`src/rtl/nz_scanner_pkg.sv`:
```
// nz_scanner_pkg: shared FSM encoding and width helper for the nz_scanner block
package nz_scanner_pkg;

    typedef enum logic [1:0] {IDLE, SCAN, DONE} state_t;

    // Address width for a given depth, never narrower than one bit.
    function automatic int clog2(input int n);
        int r;
        r = 0;
        while ((1 << r) < n) r++;
        return (r < 1) ? 1 : r;
    endfunction

endpackage

```
`src/rtl/nz_scanner_if.sv`:
```
// nz_scanner_if: scan request, register-file read port and output stream of nz_scanner
//   start/mode           scan request and flag select (0 nonzero, 1 positive)
//   nz_flags/pos_flags   per-entry flags from the register file
//   read_en/read_addr    register-file read port, read_data returns combinationally
//   out_valid/out_ready  output stream handshake carrying out_index/out_data/out_last
//   busy/done/nz_count   scan status
interface nz_scanner_if
    import nz_scanner_pkg::*;
#(
    parameter int BIT_WIDTH  = 16,
    parameter int REG_DEPTH  = 64,
    parameter int ADDR_WIDTH = clog2(REG_DEPTH)
);
    logic                  start;
    logic                  mode;
    logic [REG_DEPTH-1:0]  nz_flags;
    logic [REG_DEPTH-1:0]  pos_flags;
    logic                  read_en;
    logic [ADDR_WIDTH-1:0] read_addr;
    logic [BIT_WIDTH-1:0]  read_data;
    logic                  out_valid;
    logic                  out_ready;
    logic [ADDR_WIDTH-1:0] out_index;
    logic [BIT_WIDTH-1:0]  out_data;
    logic                  out_last;
    logic                  busy;
    logic                  done;
    logic [ADDR_WIDTH:0]   nz_count;

    modport master (
        output start, mode, nz_flags, pos_flags, read_data, out_ready,
        input  read_en, read_addr, out_valid, out_index, out_data, out_last, busy, done, nz_count
    );

    modport slave (
        input  start, mode, nz_flags, pos_flags, read_data, out_ready,
        output read_en, read_addr, out_valid, out_index, out_data, out_last, busy, done, nz_count
    );
endinterface

```
`src/rtl/nz_scanner_lowest_one_enc.sv`:
```
// lowest_one_enc: index of the lowest set bit of vec
//   vec    input vector
//   idx    position of the lowest set bit, 0 when vec is zero
//   found  vec has at least one set bit
module lowest_one_enc
    import nz_scanner_pkg::*;
#(
    parameter int REG_DEPTH  = 64,
    parameter int ADDR_WIDTH = clog2(REG_DEPTH)
) (
    input  logic [REG_DEPTH-1:0]  vec,
    output logic [ADDR_WIDTH-1:0] idx,
    output logic                  found
);
    // Walking downward lets the lowest set bit be the last one to win.
    always_comb begin
        idx   = '0;
        found = 1'b0;
        for (int i = REG_DEPTH - 1; i >= 0; i--) begin
            if (vec[i]) begin
                idx   = ADDR_WIDTH'(i);
                found = 1'b1;
            end
        end
    end
endmodule

```
`src/rtl/nz_scanner.sv`:
```
// nz_scanner: streams index/value of every flagged register-file entry in ascending order
//   clk, rst  clock and synchronous active-high reset
//   bus       nz_scanner_if slave: scan request, register-file read port, output stream, status
module nz_scanner
    import nz_scanner_pkg::*;
#(
    parameter int BIT_WIDTH  = 16,
    parameter int REG_DEPTH  = 64,
    parameter int ADDR_WIDTH = clog2(REG_DEPTH)
) (
    input logic         clk,
    input logic         rst,
    nz_scanner_if.slave bus
);
    state_t                state_q, state_d;
    logic [REG_DEPTH-1:0]  mask_q, mask_d;
    logic                  out_valid_q, out_valid_d;
    logic [ADDR_WIDTH-1:0] out_index_q, out_index_d;
    logic [BIT_WIDTH-1:0]  out_data_q, out_data_d;
    logic                  out_last_q, out_last_d;
    logic [ADDR_WIDTH:0]   nz_count_q, nz_count_d;
    logic [ADDR_WIDTH-1:0] idx;
    logic                  found;
    logic                  can_take;
    logic                  issue;
    logic [REG_DEPTH-1:0]  rest;

    lowest_one_enc #(
        .REG_DEPTH (REG_DEPTH),
        .ADDR_WIDTH(ADDR_WIDTH)
    ) u_enc (
        .vec  (mask_q),
        .idx  (idx),
        .found(found)
    );

    // Output register is free when empty or being drained this cycle.
    assign can_take = !out_valid_q || bus.out_ready;
    assign issue    = (state_q == SCAN) && found && can_take;
    // Clearing the lowest set bit leaves exactly the entries still to be emitted.
    assign rest     = mask_q & (mask_q - REG_DEPTH'(1));

    assign bus.read_en   = issue;
    assign bus.read_addr = issue ? idx : '0;
    assign bus.out_valid = out_valid_q;
    assign bus.out_index = out_index_q;
    assign bus.out_data  = out_data_q;
    assign bus.out_last  = out_last_q;
    assign bus.busy      = state_q != IDLE;
    assign bus.done      = state_q == DONE;
    assign bus.nz_count  = nz_count_q;

    always_comb begin
        state_d     = state_q;
        mask_d      = mask_q;
        out_valid_d = out_valid_q && !bus.out_ready;
        out_index_d = out_index_q;
        out_data_d  = out_data_q;
        out_last_d  = out_last_q;
        nz_count_d  = nz_count_q;
        case (state_q)
            IDLE: begin
                if (bus.start) begin
                    state_d    = SCAN;
                    mask_d     = bus.mode ? bus.pos_flags : bus.nz_flags;
                    nz_count_d = '0;
                end
            end
            SCAN: begin
                if (issue) begin
                    out_valid_d = 1'b1;
                    out_index_d = idx;
                    out_data_d  = bus.read_data;
                    out_last_d  = rest == '0;
                    mask_d      = rest;
                    nz_count_d  = nz_count_q + (ADDR_WIDTH + 1)'(1);
                end else if (can_take) begin
                    state_d = DONE;
                end
            end
            DONE:    state_d = IDLE;
            default: state_d = IDLE;
        endcase
    end

    always_ff @(posedge clk) begin
        if (rst) begin
            state_q     <= IDLE;
            mask_q      <= '0;
            out_valid_q <= 1'b0;
            out_index_q <= '0;
            out_data_q  <= '0;
            out_last_q  <= 1'b0;
            nz_count_q  <= '0;
        end else begin
            state_q     <= state_d;
            mask_q      <= mask_d;
            out_valid_q <= out_valid_d;
            out_index_q <= out_index_d;
            out_data_q  <= out_data_d;
            out_last_q  <= out_last_d;
            nz_count_q  <= nz_count_d;
        end
    end
endmodule

```
`src/flat_wrapper.sv`:
```
// flat-port wrapper written by rule: the top's interface ports become plain ports
module nz_scanner_flat import nz_scanner_pkg::*;
#(
    parameter int BIT_WIDTH  = 16,
    parameter int REG_DEPTH  = 64,
    parameter int ADDR_WIDTH = clog2(REG_DEPTH)
)
  (clk, rst, bus_start, bus_mode, bus_nz_flags, bus_pos_flags, bus_read_data, bus_out_ready, bus_read_en, bus_read_addr, bus_out_valid, bus_out_index, bus_out_data, bus_out_last, bus_busy, bus_done, bus_nz_count);
  nz_scanner_if #(.BIT_WIDTH(BIT_WIDTH), .REG_DEPTH(REG_DEPTH), .ADDR_WIDTH(ADDR_WIDTH)) bus_i ();
  input logic clk;
  input logic rst;
  input wire logic [$bits(bus_i.start)-1:0] bus_start;
  input wire logic [$bits(bus_i.mode)-1:0] bus_mode;
  input wire logic [$bits(bus_i.nz_flags)-1:0] bus_nz_flags;
  input wire logic [$bits(bus_i.pos_flags)-1:0] bus_pos_flags;
  input wire logic [$bits(bus_i.read_data)-1:0] bus_read_data;
  input wire logic [$bits(bus_i.out_ready)-1:0] bus_out_ready;
  output wire logic [$bits(bus_i.read_en)-1:0] bus_read_en;
  output wire logic [$bits(bus_i.read_addr)-1:0] bus_read_addr;
  output wire logic [$bits(bus_i.out_valid)-1:0] bus_out_valid;
  output wire logic [$bits(bus_i.out_index)-1:0] bus_out_index;
  output wire logic [$bits(bus_i.out_data)-1:0] bus_out_data;
  output wire logic [$bits(bus_i.out_last)-1:0] bus_out_last;
  output wire logic [$bits(bus_i.busy)-1:0] bus_busy;
  output wire logic [$bits(bus_i.done)-1:0] bus_done;
  output wire logic [$bits(bus_i.nz_count)-1:0] bus_nz_count;
  assign bus_i.start = bus_start;
  assign bus_i.mode = bus_mode;
  assign bus_i.nz_flags = bus_nz_flags;
  assign bus_i.pos_flags = bus_pos_flags;
  assign bus_i.read_data = bus_read_data;
  assign bus_i.out_ready = bus_out_ready;
  assign bus_read_en = bus_i.read_en;
  assign bus_read_addr = bus_i.read_addr;
  assign bus_out_valid = bus_i.out_valid;
  assign bus_out_index = bus_i.out_index;
  assign bus_out_data = bus_i.out_data;
  assign bus_out_last = bus_i.out_last;
  assign bus_busy = bus_i.busy;
  assign bus_done = bus_i.done;
  assign bus_nz_count = bus_i.nz_count;
  nz_scanner #(.BIT_WIDTH(BIT_WIDTH), .REG_DEPTH(REG_DEPTH), .ADDR_WIDTH(ADDR_WIDTH)) u_core (.clk(clk), .rst(rst), .bus(bus_i));
endmodule
```
`config.mk`:
```
export PLATFORM = sky130hd
export DESIGN_NAME = nz_scanner_flat
export DESIGN_NICKNAME = d
export VERILOG_FILES = /design/src/rtl/nz_scanner_pkg.sv /design/src/rtl/nz_scanner_if.sv /design/src/rtl/nz_scanner_lowest_one_enc.sv /design/src/rtl/nz_scanner.sv /design/src/flat_wrapper.sv
export SDC_FILE = /design/constraint.sdc
export NUM_CORES = 1
export LEC_CHECK = 0
export BUFFER_PORTS_ARGS = -buffer_cell sky130_fd_sc_hd__buf_4
export CAP_MARGIN = 20
export CORE_MARGIN = 5
export CORE_UTILIZATION = 40
export CTS_CLUSTER_DIAMETER = 200
export DETAILED_ROUTE_END_ITERATION = 8
export PLACE_DENSITY = 0.7
export SLEW_MARGIN = 20
export SYNTH_ARGS = -nofsm -noshare
export SYNTH_HDL_FRONTEND = slang
export SYNTH_SLANG_ARGS = --single-unit
```
`constraint.sdc`:
```
create_clock -name clk -period 6.05 [get_ports clk]
set_clock_uncertainty 0.1 [all_clocks]
set_input_delay 0.3025 -clock clk [delete_from_list [all_inputs] [get_ports clk]]
set_output_delay 0.3025 -clock clk [all_outputs]
set_load 0.05 [all_outputs]
```
# ---- Yosys cells after proc, flatten, opt, wreduce, memory -nomap -nowiden
# Cells that the tools add are included.
dict set report word_totals {
  ff_bits 97
  input_bits 149
  wordCells 171
}
dict set report classes {
  addsub 2
  n_eq_ne 6
  n_mux 142
  n_bitwise 1
  n_reduce_logical 13
}
# op count
set op_table {}
lappend op_table {{$mux W6} 65}
lappend op_table {{$mux W64} 3}
lappend op_table {{$pmux W64 S2} 1}
lappend op_table {{$mux W1} 66}
lappend op_table {{$and A64 B64 Y64} 1}
lappend op_table {{$logic_not A64 Y1} 1}
lappend op_table {{$sub A64 B1 Y64 const B} 1}
lappend op_table {{$mux W7} 2}
lappend op_table {{$pmux W7 S2} 1}
lappend op_table {{$add A7 B1 Y7 const B} 1}
lappend op_table {{$mux W2} 3}
lappend op_table {{$reduce_and A3 Y1} 2}
lappend op_table {{$ne A2 B1 Y1 const B} 2}
lappend op_table {{$ne A2 B2 Y1 const B} 2}
lappend op_table {{$pmux W2 S2} 1}
lappend op_table {{$reduce_bool A2 Y1} 2}
lappend op_table {{$logic_and A1 B1 Y1} 3}
lappend op_table {{$eq A2 B1 Y1 const B} 1}
lappend op_table {{$eq A2 B2 Y1 const B} 1}
lappend op_table {{$logic_not A1 Y1} 2}
lappend op_table {{$logic_not A2 Y1} 1}
lappend op_table {{$reduce_and A2 Y1} 1}
lappend op_table {{$logic_or A1 B1 Y1} 1}

# ---- Logic depth before layout (Yosys ltp)
dict set report depth {
  depth_word 68
  mapped_depth 11
}

# ---- Hierarchy
# Synthesis repeated with hierarchy kept, for this count alone.
dict set report hier_totals {
  cells_unflattened 903
  hier_area_um2 6271.0
}
# mod instances cells_each area_per_inst_um2 seq_area_each_um2
set modules_own_cells {}
lappend modules_own_cells {nz_scanner 1 763 5507.8 1941.9}
lappend modules_own_cells {lowest_one_enc 1 140 763.2 0.0}

# ---- Least setup slack after synthesis
# Ideal clock, no wire load.
dict set report synth_path {
  path_type {register to register}
  from {reg u_core.mask_q[25]}
  to {reg u_core.out_index_q[0] (netlist: u_core.bus.out_index[0])}
  setup_ns 0.068
  t_arrival_ns 4.406
  t_required_ns 5.882
  path_slack_ns 1.476
  path_stages_with_launch 9
  synth_period_minus_slack_ns 4.574
  cell_sequence {dfxtp_1 clkbuf_1 inv_1 a21oi_1 o21ai_0 or4_1 a221o_1 a2111oi_0 o21ba_2}
}
dict set report synth_between {
  elab_chain_len 29
  elab_cells_between_ends 55
}
# element line_no
set synth_lines {}
lappend synth_lines {{start: declaration} nz_scanner.sv:16} ;# logic [REG_DEPTH-1:0] mask_q, mask_d;
lappend synth_lines {{start signal: assignment} nz_scanner.sv:97} ;# mask_q <= mask_d;
lappend synth_lines {{$mux W1 (26 in series)} nz_scanner_lowest_one_enc.sv:20} ;# if (vec[i]) begin
lappend synth_lines {{$logic_and A1 B1 Y1 (2 in series)} nz_scanner.sv:39} ;# assign issue = (state_q == SCAN) && found && can_take;
lappend synth_lines {{$reduce_and A2 Y1 (no line)} -}
lappend synth_lines {{end signal: assignment} nz_scanner.sv:99} ;# out_index_q <= out_index_d;
lappend synth_lines {{end: declaration} nz_scanner.sv:18} ;# logic [ADDR_WIDTH-1:0] out_index_q, out_index_d;
# Several ways; a longest one is shown, not always the timed one.
# A chain may end at the register's enable or synchronous reset.

# ---- Worst setup path after layout
dict set report layout_path {
  from {reg u_core.mask_q[0]}
  to {out bus_read_addr[1]}
}
dict set report layout_between {
  elab_chain_len 4
  elab_cells_between_ends 5
}
# element line_no
set layout_lines {}
lappend layout_lines {{$mux W1} nz_scanner_lowest_one_enc.sv:20}
lappend layout_lines {{$logic_and A1 B1 Y1 (2 in series)} nz_scanner.sv:39}
lappend layout_lines {{$mux W6 (*)} nz_scanner.sv:44} ;# assign bus.read_addr = issue ? idx : '0;
lappend layout_lines {{end: declaration} flat_wrapper.sv:19} ;# output wire logic [$bits(bus_i.read_addr)-1:0] bus_read_addr;
# Every way passes the cells marked *; elsewhere a longest branch is shown, timed or not.

==> results list <==
* Number of search-and-repair iterations in the first detailed-routing pass: 6
- Uppermost routed layer: met4
- Measured along the x axis, the die boundary spans 134.2 µm.
- In this run, distinct cell masters in the synthesized netlist total 63.
* Seq/Total Area, Yosys: 0.3147
* Syn. warnings: 0
* CTS Hold Bufs: 0
- Power spread over the standard cell area amounts to 239.2 nW/µm².
- Setup repair after global routing missed its margin: no
* Clock tree buffer depth: 2
- In the routed layout, each cell is associated on average with a via count of 5.742.
- The congestion estimate from routability-driven global placement came to 0.9366.
- At the worst endpoint, the required time is 5.65 ns.
* Crit Path Max Fanout: 50
- After clock tree synthesis, the setup repair step added 0 buffers.
* Placement Cell Area: 7597 µm²
* Finished Core Util: 0.5222
- The final-report max-slew violation count is 0.
* Initial antenna violation count: 0
- Cell area after technology mapping: 6170 µm²
- By startpoint and endpoint, the worst setup path is classified as register to primary output.
- Placement-stage worst setup slack: 1.995 ns
- For this run, the total global-route usage over all layers was measured as 0.2154.
* Dpl hpwl: 14740 µm
- Summed over all failing endpoints, the final setup total negative slack is 0 ns.
- Max_slew headroom: 0.3940
- Worst-Skew Late Latency: 0.36 ns
* # diodes: 0
- The initial utilization of the core area, before any placement, comes to 0.4074.
- Post-synthesis net count: 971
* Startpoint kind of the worst setup timing path: register
* Count of final setup violators: 0
- Fraction of registers with async set/reset: 0
* Initial DRC count: 616
- Number of sinks handled by clock tree synthesis: 97
- The die covers 18010 µm².
- Routed wl met3: 1363 µm
- Total met2 wirelength after detailed routing: 9671 µm
- TritonCTS clock tree: done
- Ports placed on the boundary: 189
- Overall die height: 134.2 µm
- IR Drop Worst-Case VDD: 0.1548 mV
- Number of vias after detailed routing: 6620
- DR WL/cell: 17.38 µm
- Status: finished, final reports clean
- TritonCTS created 9 clock buffers.
- Summed over all cells, the static leakage comes to 3.181 nW.
- Min-delay worst type: primary input to register
- Total congestion overflow after global routing: 0
- Cell at the root of the clock tree: sky130_fd_sc_hd__clkbuf_16
- In this run the mean area of a mapped cell was 7.515 µm².
- Layout overhead on the synthesized area: 28.19%
* Final nets: 1110
* Clk pin slew, worst setup/hold paths: 0.07 ns
* Total power after layout: 0.001892 W
* Largest net degree at the start of global routing: 59
- Gate count after technology mapping: 821
- At the worst endpoint, the arrival time is 4.09 ns.
* First-pass GRT wire length: 31590 µm
- In the synthesized netlist the dominant register cell turns out to be sky130_fd_sc_hd__dfxtp_1.
- With fillers left out, the area of the finished cells amounts to 7909 µm².
- In this run, post-CTS repair resized a total of 0 instances.
- The tool flagged a number of max-cap violations equal to 0.
- The detailed router put a total of 8627 µm of wire on met1.
* Final worst-path cycle share: 0.7422
- Final period demand of the worst path: 4.491 ns
- Max frequency: 222.7 MHz
- After layout, the worst setup slack is 1.559 ns.
- The count of buffers added on input and output ports is 188.
- Seq cells post-synth: 97
* Routed Antenna Nets: 0
- Depth of the CTS H-tree: 3
- Via count of the first global-routing pass: 6195
- # DRC: 0
- For this block, the routed nets add up to 20040 µm of wire.
- Critical path endpoint category: primary output
- The floorplan has 45 rows.
- Fraction of final layout cells sized beyond drive strength 1: 0.2539
- Slew @ Worst Pin: 0.9063 ns
- Number of synthesized flops with an enable pin: 0
- After floorplanning, the core was sized to cover 15150 µm².
* Number of hold violations in the final report: 0
[layer usage]
metal | global-route usage | vias up
met5 | 0 | -
met4 | 0.06052 | 0
met1 | 0.2796 | 3059
li1 | - | 3304
met3 | 0.04464 | 30
met2 | 0.3631 | 227
[area by class of cell]
type	count	area [µm²]
Fill cell	1479	7237
Clock buffer	10	239.0
Clock inverter	6	72.57
Timing Repair Buffer	193	1449
Sequential cell	97	1942
Tap cell	188	235.2
Multi-Input combinational cell	640	3900
Inverter	19	71.32
[Yosys cell counts (7+ instances only)]
cell                        number  area, µm²
sky130_fd_sc_hd__nand2b_1        7      43.79
sky130_fd_sc_hd__o31ai_1         9      67.56
sky130_fd_sc_hd__nor3_1         29      145.1
sky130_fd_sc_hd__clkbuf_1       54      202.7
sky130_fd_sc_hd__nor2b_1        12      75.07
sky130_fd_sc_hd__nor2_1        114      427.9
sky130_fd_sc_hd__inv_1          18      67.56
sky130_fd_sc_hd__nand4_1        14      87.58
sky130_fd_sc_hd__a21oi_1        71      355.3
sky130_fd_sc_hd__nor4_1         20      125.1
sky130_fd_sc_hd__nand3_1        17      85.08
sky130_fd_sc_hd__buf_2           7      35.03
sky130_fd_sc_hd__o21ai_0        41      205.2
sky130_fd_sc_hd__a2111oi_0      13      113.9
sky130_fd_sc_hd__a31oi_1        18      112.6
sky130_fd_sc_hd__dfxtp_1        97       1942
sky130_fd_sc_hd__mux2i_1        44      440.4
sky130_fd_sc_hd__mux2_2         12      135.1
sky130_fd_sc_hd__nand2_1        90      337.8
sky130_fd_sc_hd__a211oi_1       27      202.7
[path summary, 6_finish.rpt]
kind / startpoint / to / slack, ns / cells after the start
min reg2reg: u_core.bus.out_data[4] / u_core.bus.out_data[4] / 0.36 / 2
max reg2reg: u_core.mask_q[0] / u_core.mask_q[28] / 1.96 / 8
min: bus_read_data[6] / u_core.bus.out_data[6] / 0.09 / 3
max: u_core.mask_q[0] / bus_read_addr[1] / 1.56 / 9
[cells in the final DEF (no fill, tap or decap), types with 12 or more instances in the layout]
| master | count |
|---|---|
| sky130_fd_sc_hd__nor2_1 | 114 |
| sky130_fd_sc_hd__a31oi_1 | 18 |
| sky130_fd_sc_hd__a2111oi_0 | 13 |
| sky130_fd_sc_hd__inv_1 | 18 |
| sky130_fd_sc_hd__mux2i_1 | 44 |
| sky130_fd_sc_hd__o21ai_0 | 41 |
| sky130_fd_sc_hd__a211oi_1 | 27 |
| sky130_fd_sc_hd__nand4_1 | 14 |
| sky130_fd_sc_hd__mux2_2 | 12 |
| sky130_fd_sc_hd__dfxtp_1 | 97 |
| sky130_fd_sc_hd__nor2b_1 | 12 |
| sky130_fd_sc_hd__nor3_1 | 29 |
| sky130_fd_sc_hd__nor4_1 | 20 |
| sky130_fd_sc_hd__nand3_1 | 17 |
| sky130_fd_sc_hd__buf_4 | 193 |
| sky130_fd_sc_hd__nand2_1 | 89 |
| sky130_fd_sc_hd__a21oi_1 | 71 |
[worst max-delay path, stage by stage, from the launching register on]
cell	delay [ns]
sky130_fd_sc_hd__dfxtp_1	0.40
sky130_fd_sc_hd__nor4_4	0.50
sky130_fd_sc_hd__nand4_1	0.81
sky130_fd_sc_hd__or4_1	0.81
sky130_fd_sc_hd__nand3_2	0.10
sky130_fd_sc_hd__buf_4	0.47
sky130_fd_sc_hd__or3_1	0.23
sky130_fd_sc_hd__a21o_1	0.11
sky130_fd_sc_hd__nor2_1	0.05
sky130_fd_sc_hd__buf_4	0.20
[flip-flops by register name, indices dropped and copies added (netlist names)]
| name | count |
|---|---|
| u_core.mask_q | 64 |
| u_core.bus.out_data | 16 |
| u_core.bus.nz_count | 7 |
| u_core.bus.out_index | 6 |
| u_core.state_q | 2 |
| u_core.bus.out_last | 1 |
| u_core.bus.out_valid | 1 |
[cell families after synthesis]
kind of cell	Yosys count	synth area share
buffers and inverters	84	0.05374
flip-flops	97	0.3147
XOR/XNOR	6	0.008517
AO/OA/AOI/OAI	229	0.2423
adder cells (fa/ha/maj)	6	0.01014
AND/OR/NAND/NOR	343	0.2772
multiplexers	56	0.09329
[metrics by stage]
step / hold WS [ns] / std cells
4_1_cts: 0.07860 / 1153
3_5_place_dp: 0.3466 / 1137
3_3_place_gp: 0.3433 / 1137
5_1_grt: 0.08032 / 1153
6_report: 0.08572 / 1153
2_1_floorplan: 0.3371 / 821
[where the power goes]
part | leakage [nW] | switching, W | internal (W)
Combinational | 2.23 | 0.000306 | 0.000225
Clock | 0.150 | 0.000269 | 0.000337
Sequential | 0.796 | 0.0000739 | 0.000680
No activity file was read; power rests on OpenSTA's default activity.
